[src/rtl/alu_seq.sv]
// alu_seq: registered ALU with valid/ready handshakes and C/N/Z/V flags.
// Define ALU_SHIFT_EN to build the serial one-bit-per-cycle SHL/SHR path.
module alu_seq #(
  parameter int WIDTH = 4
) (
  input  logic             clk_i,
  input  logic             rst_i,
  input  logic             in_valid_i,
  output logic             in_ready_o,
  input  logic [WIDTH-1:0] A_i,
  input  logic [WIDTH-1:0] B_i,
  input  logic [2:0]       Control_i,
  output logic             out_valid_o,
  input  logic             out_ready_i,
  output logic [WIDTH-1:0] R_o,
  output logic             C_o,
  output logic             N_o,
  output logic             Z_o,
  output logic             V_o
);
  localparam int SW = $clog2(WIDTH);
  typedef enum logic [1:0] {IDLE, SHIFT, DONE} state_t;
  state_t state;
  logic [WIDTH:0] add_s, sub_s;
  logic [WIDTH-1:0] r;
  logic c, v, v_add, v_sub, acc, go_shift;
  assign in_ready_o = !rst_i && (state == IDLE || (state == DONE && out_ready_i));
  assign acc = in_valid_i && in_ready_o;
  assign add_s = {1'b0, A_i} + {1'b0, B_i};
  assign sub_s = {1'b0, A_i} + {1'b0, ~B_i} + (WIDTH+1)'(1);
  assign v_add = (A_i[WIDTH-1] == B_i[WIDTH-1]) && (add_s[WIDTH-1] != A_i[WIDTH-1]);
  assign v_sub = (A_i[WIDTH-1] != B_i[WIDTH-1]) && (sub_s[WIDTH-1] != A_i[WIDTH-1]);
  always_comb begin
    r = A_i;
    c = 1'b0;
    v = 1'b0;
    case (Control_i)
      3'b000: begin r = add_s[WIDTH-1:0]; c = add_s[WIDTH]; v = v_add; end
      3'b001: begin r = sub_s[WIDTH-1:0]; c = sub_s[WIDTH]; v = v_sub; end
      3'b010: r = A_i | B_i;
      3'b011: r = A_i & B_i;
      3'b100: r = A_i ^ B_i;
      3'b101: begin r = WIDTH'(sub_s[WIDTH-1] ^ v_sub); c = sub_s[WIDTH]; v = v_sub; end
      default: ;
    endcase
  end
`ifdef ALU_SHIFT_EN
  localparam int CW = SW + 1;
  logic [CW-1:0] k, cnt;
  logic [WIDTH-1:0] w, w_n;
  logic dir, c_n;
  // amounts past the datapath width saturate to WIDTH, which clears the word
  assign k = ({1'b0, B_i[SW-1:0]} >= CW'(WIDTH)) ? CW'(WIDTH) : {1'b0, B_i[SW-1:0]};
  assign w_n = dir ? w >> 1 : w << 1;
  assign c_n = dir ? w[0] : w[WIDTH-1];
  assign go_shift = Control_i[2:1] == 2'b11 && k != '0;
`else
  assign go_shift = 1'b0;
`endif
  always_ff @(posedge clk_i) begin
    if (rst_i) begin
      state <= IDLE;
      out_valid_o <= 1'b0;
      R_o <= '0;
      C_o <= 1'b0;
      N_o <= 1'b0;
      Z_o <= 1'b0;
      V_o <= 1'b0;
    end else if (acc && go_shift) begin
      state <= SHIFT;
      out_valid_o <= 1'b0;
`ifdef ALU_SHIFT_EN
      w <= A_i;
      cnt <= k;
      dir <= Control_i[0];
`endif
    end else if (acc) begin
      state <= DONE;
      out_valid_o <= 1'b1;
      R_o <= r;
      C_o <= c;
      N_o <= r[WIDTH-1];
      Z_o <= r == '0;
      V_o <= v;
    end else if (state == DONE && out_ready_i) begin
      state <= IDLE;
      out_valid_o <= 1'b0;
    end
`ifdef ALU_SHIFT_EN
    else if (state == SHIFT) begin
      w <= w_n;
      cnt <= cnt - CW'(1);
      if (cnt == CW'(1)) begin
        state <= DONE;
        out_valid_o <= 1'b1;
        R_o <= w_n;
        C_o <= c_n;
        N_o <= w_n[WIDTH-1];
        Z_o <= w_n == '0;
        V_o <= 1'b0;
      end
    end
`endif
  end
endmodule

[config.mk]
export PLATFORM = sky130hd
export DESIGN_NAME = alu_seq
export DESIGN_NICKNAME = d
export VERILOG_FILES = /design/src/rtl/alu_seq.sv
export SDC_FILE = /design/constraint.sdc
export NUM_CORES = 1
export LEC_CHECK = 0
export BUFFER_PORTS_ARGS = -buffer_cell sky130_fd_sc_hd__buf_2
export CELL_PAD_IN_SITES_DETAIL_PLACEMENT = 1
export CELL_PAD_IN_SITES_GLOBAL_PLACEMENT = 2
export CORE_MARGIN = 4
export CORE_UTILIZATION = 31
export CTS_CLUSTER_SIZE = 10
export DETAILED_ROUTE_END_ITERATION = 10
export GPL_TIMING_DRIVEN = 1
export PLACE_DENSITY = 0.85
export SLEW_MARGIN = 15
export SYNTH_ARGS = -nofsm -noshare
export SYNTH_HDL_FRONTEND = slang
export SYNTH_SLANG_ARGS = --single-unit
[constraint.sdc]
create_clock -name clk_i -period 4.45 [get_ports clk_i]
set_input_delay 0.2225 -clock clk_i [delete_from_list [all_inputs] [get_ports clk_i]]
set_output_delay 0.2225 -clock clk_i [all_outputs]
set_load 0.05 [all_outputs]
==> results.txt <==
Design area: 1040 um^2
Gate Count Post-Synth: 109
Tightest hold margin: 177 ps
Port buffer count: 24
CTS Hold Bufs: 0
Power per cell area: 238 nW/um^2
Fmax: 467 MHz
WL/cell: 14.5 um
Hold worst-path end: out_valid_o
CTS H-tree depth: 1
Worst Skew: 2.48 ps
Dpl cell area: 1020 um^2
Total gr overflow: 0
Placed cells: 160
Core Util, Final: 37.8%
GRT met1 Usage: 16.2%
CTS Root Buffer Type: clkbuf_4
Post-CTS Resized: 0
GR peak layer: met2
Total power: 0.248 mW
Die Wd: 61.5 um
Max-cap viol count: 0
Multi-input logic area: 633 um^2
Fillers: 362
Startpoint Class: input port
Ys Warns: 0
VDD IR-drop max: 0.000228 V
Post-synth EDFFs: 0
RSZ-0062 raised after global routing: false
Met2 Usage GRT: 24.8%
Worst reg2reg path depth: 5
Reg2Reg Setup Slack: 2770 ps
Final hold violation count: 0
Row cnt: 19
Synth-to-layout area growth: 17.3%
Initial antenna violation count: 0
Critical Path Fanout Max: 6
Share of cells above drive strength 1: 23.5%
Post-place setup slack: 2060 ps
Antenna diodes: 0
Syn_area_per_cell: 8.15 um^2
Detailed Routing Iterations Pass 1: 2
Hold path start: rst_i
Synth top area cells: dfxtp_1 18%, ha_1 17%, inv_1 7.6%, fa_1 6.8%, a21oi_1 5.1%
Asr flop ratio synth: 0%
Status: completed
Flops & latches, synth: 8
DP Wirelength: 2020 um
Slew margin rel.: 73.6%
Largest area contributor in the netlist: dfxtp_1
Min-Delay Path Class: in -> reg
Top Ports: 25
Starting density of the core: 32.2%
Clock Path Buffers: 2
PnR worst setup slack: 2310 ps
Netlist cell types: 35
CP Data Arrival Time: 2340 ps
GRT Total Usage: 13.4%
Leakage: 0.525 nW
Synthesized Nets: 139
Antenna-violating nets left: 0
Die area: 3790 um^2
GPL Wtd Cong: 0.793
TritonCTS Buffers: 3
Final wirelength: 2370 um
Min Tclk post-route: 2140 ps
WP data required: 4650 ps
CTS tree: built
Mapped Area: 888 um^2
Iter 0 DRT Violations: 11
M3 GR Usage: 3.35%
Slew Viols, Final: 0
Critical path type: in -> reg
Yosys top cell area share: 18.0%
Critical Path End Type: flip-flop
Final period util: 48.1%
Reg2reg end: Z_o
DIE HEIGHT: 61.5 um
Total number of vias: 817
Clk sinks: 8
Setup TNS Final: 0 ps
Via/cell ratio: 5.01
Post-synthesis sequential area ratio: 18.0%
Setup violations, final: 0
Core ar.: 2760 um^2
Post-synth top flop: dfxtp_1
FF+latch area: 160 um^2
Post-CTS Setup Bufs: 0
Nets: 164
First-pass GRT wire length: 3820 um
Worst Max-Slew Pin Slew: 397 ps
Worst-path clk slew: 50 ps
Hold path cells: 2
Fin cells: 163
FF-to-FF Start: out_valid_o
Largest net degree at the start of global routing: 15
DRC Markers: 0
Vias in the first global route: 874
Worst-Skew Late Latency: 250 ps
metal layers:
metal / wire [um] / part of all wire (%) / vias up
met5: 0 / 0 / -
met4: 0 / 0 / 0
met3: 117 / 4.9 / 0
met2: 1190 / 50 / 20
met1: 1060 / 45 / 380
li1: - / - / 417
Yosys cell counts, drive strengths merged, types with 2 or more instances:
cell,instances
xnor2,4
inv,18
buf,3
dfxtp,8
nand2b,2
fa,3
o21bai,2
nor2b,5
a22oi,2
nor2,7
or3b,2
ha,12
a21oi,9
nand3,5
nand2,3
o21ai,7
report_power, final:
part	switching, mW	internal, mW	total, mW
Combinational	0.0724	0.0406	0.113
Sequential	0.00241	0.0772	0.0796
Clock	0.0245	0.0308	0.0554
Total	0.0993	0.149	0.248
cell usage in the layout, fill, tap and decap left out, types with 2 or more instances in the layout:
| cell | instances |
|---|---|
| xnor2_1 | 4 |
| nand2b_1 | 2 |
| a22oi_1 | 2 |
| dfxtp_1 | 8 |
| fa_1 | 3 |
| o21ai_0 | 7 |
| or3b_1 | 2 |
| a21oi_1 | 9 |
| nor2b_1 | 5 |
| clkbuf_4 | 3 |
| nand2_1 | 3 |
| buf_2 | 24 |
| nor2_1 | 7 |
| o21bai_1 | 2 |
| nand3_1 | 5 |
| inv_1 | 18 |
| ha_1 | 12 |
how the worst max path moves through the flow:
stage	from	end	slack, ps	cells after the start
after floorplan	B_i[1]	Z_o	2410	9
after global placement	A_i[1]	Z_o	2060	10
after detailed placement	A_i[1]	Z_o	2060	10
after CTS	A_i[1]	Z_o	2310	10
after global routing	A_i[1]	Z_o	2180	11
final	A_i[1]	Z_o	2310	10
cell type report:
class                           instances  share of cell area [%]
Tap cell                               31                    3.72
Timing Repair Buffer                   24                    11.5
Inverter                               18                    6.48
Multi-Input combinational cell         79                    60.7
Clock buffer                            3                    2.16
Sequential cell                         8                    15.4
flip-flops by register name, indices dropped and copies added (netlist names):
signal,cells
C_o,1
Z_o,1
out_valid_o,1
R_o,4
V_o,1
cells by family after synthesis:
logic type / after synthesis / synth area share (%)
buf+inv: 22 / 10.7
compound gates: 31 / 24.1
xor+xnor: 4 / 3.94
flops: 8 / 18.0
fa+ha+maj: 15 / 23.7
mux: 2 / 3.66
simple gates: 27 / 15.9
worst max-delay path, stage by stage:
cell and delay [ps]:
buf_2 160, inv_1 70, ha_1 310, o21bai_1 160
a21oi_1 100, fa_1 380, a221o_1 340, a221oi_2 270
and2_1 160, a32o_2 160
Power figures use the tool's default switching activity.
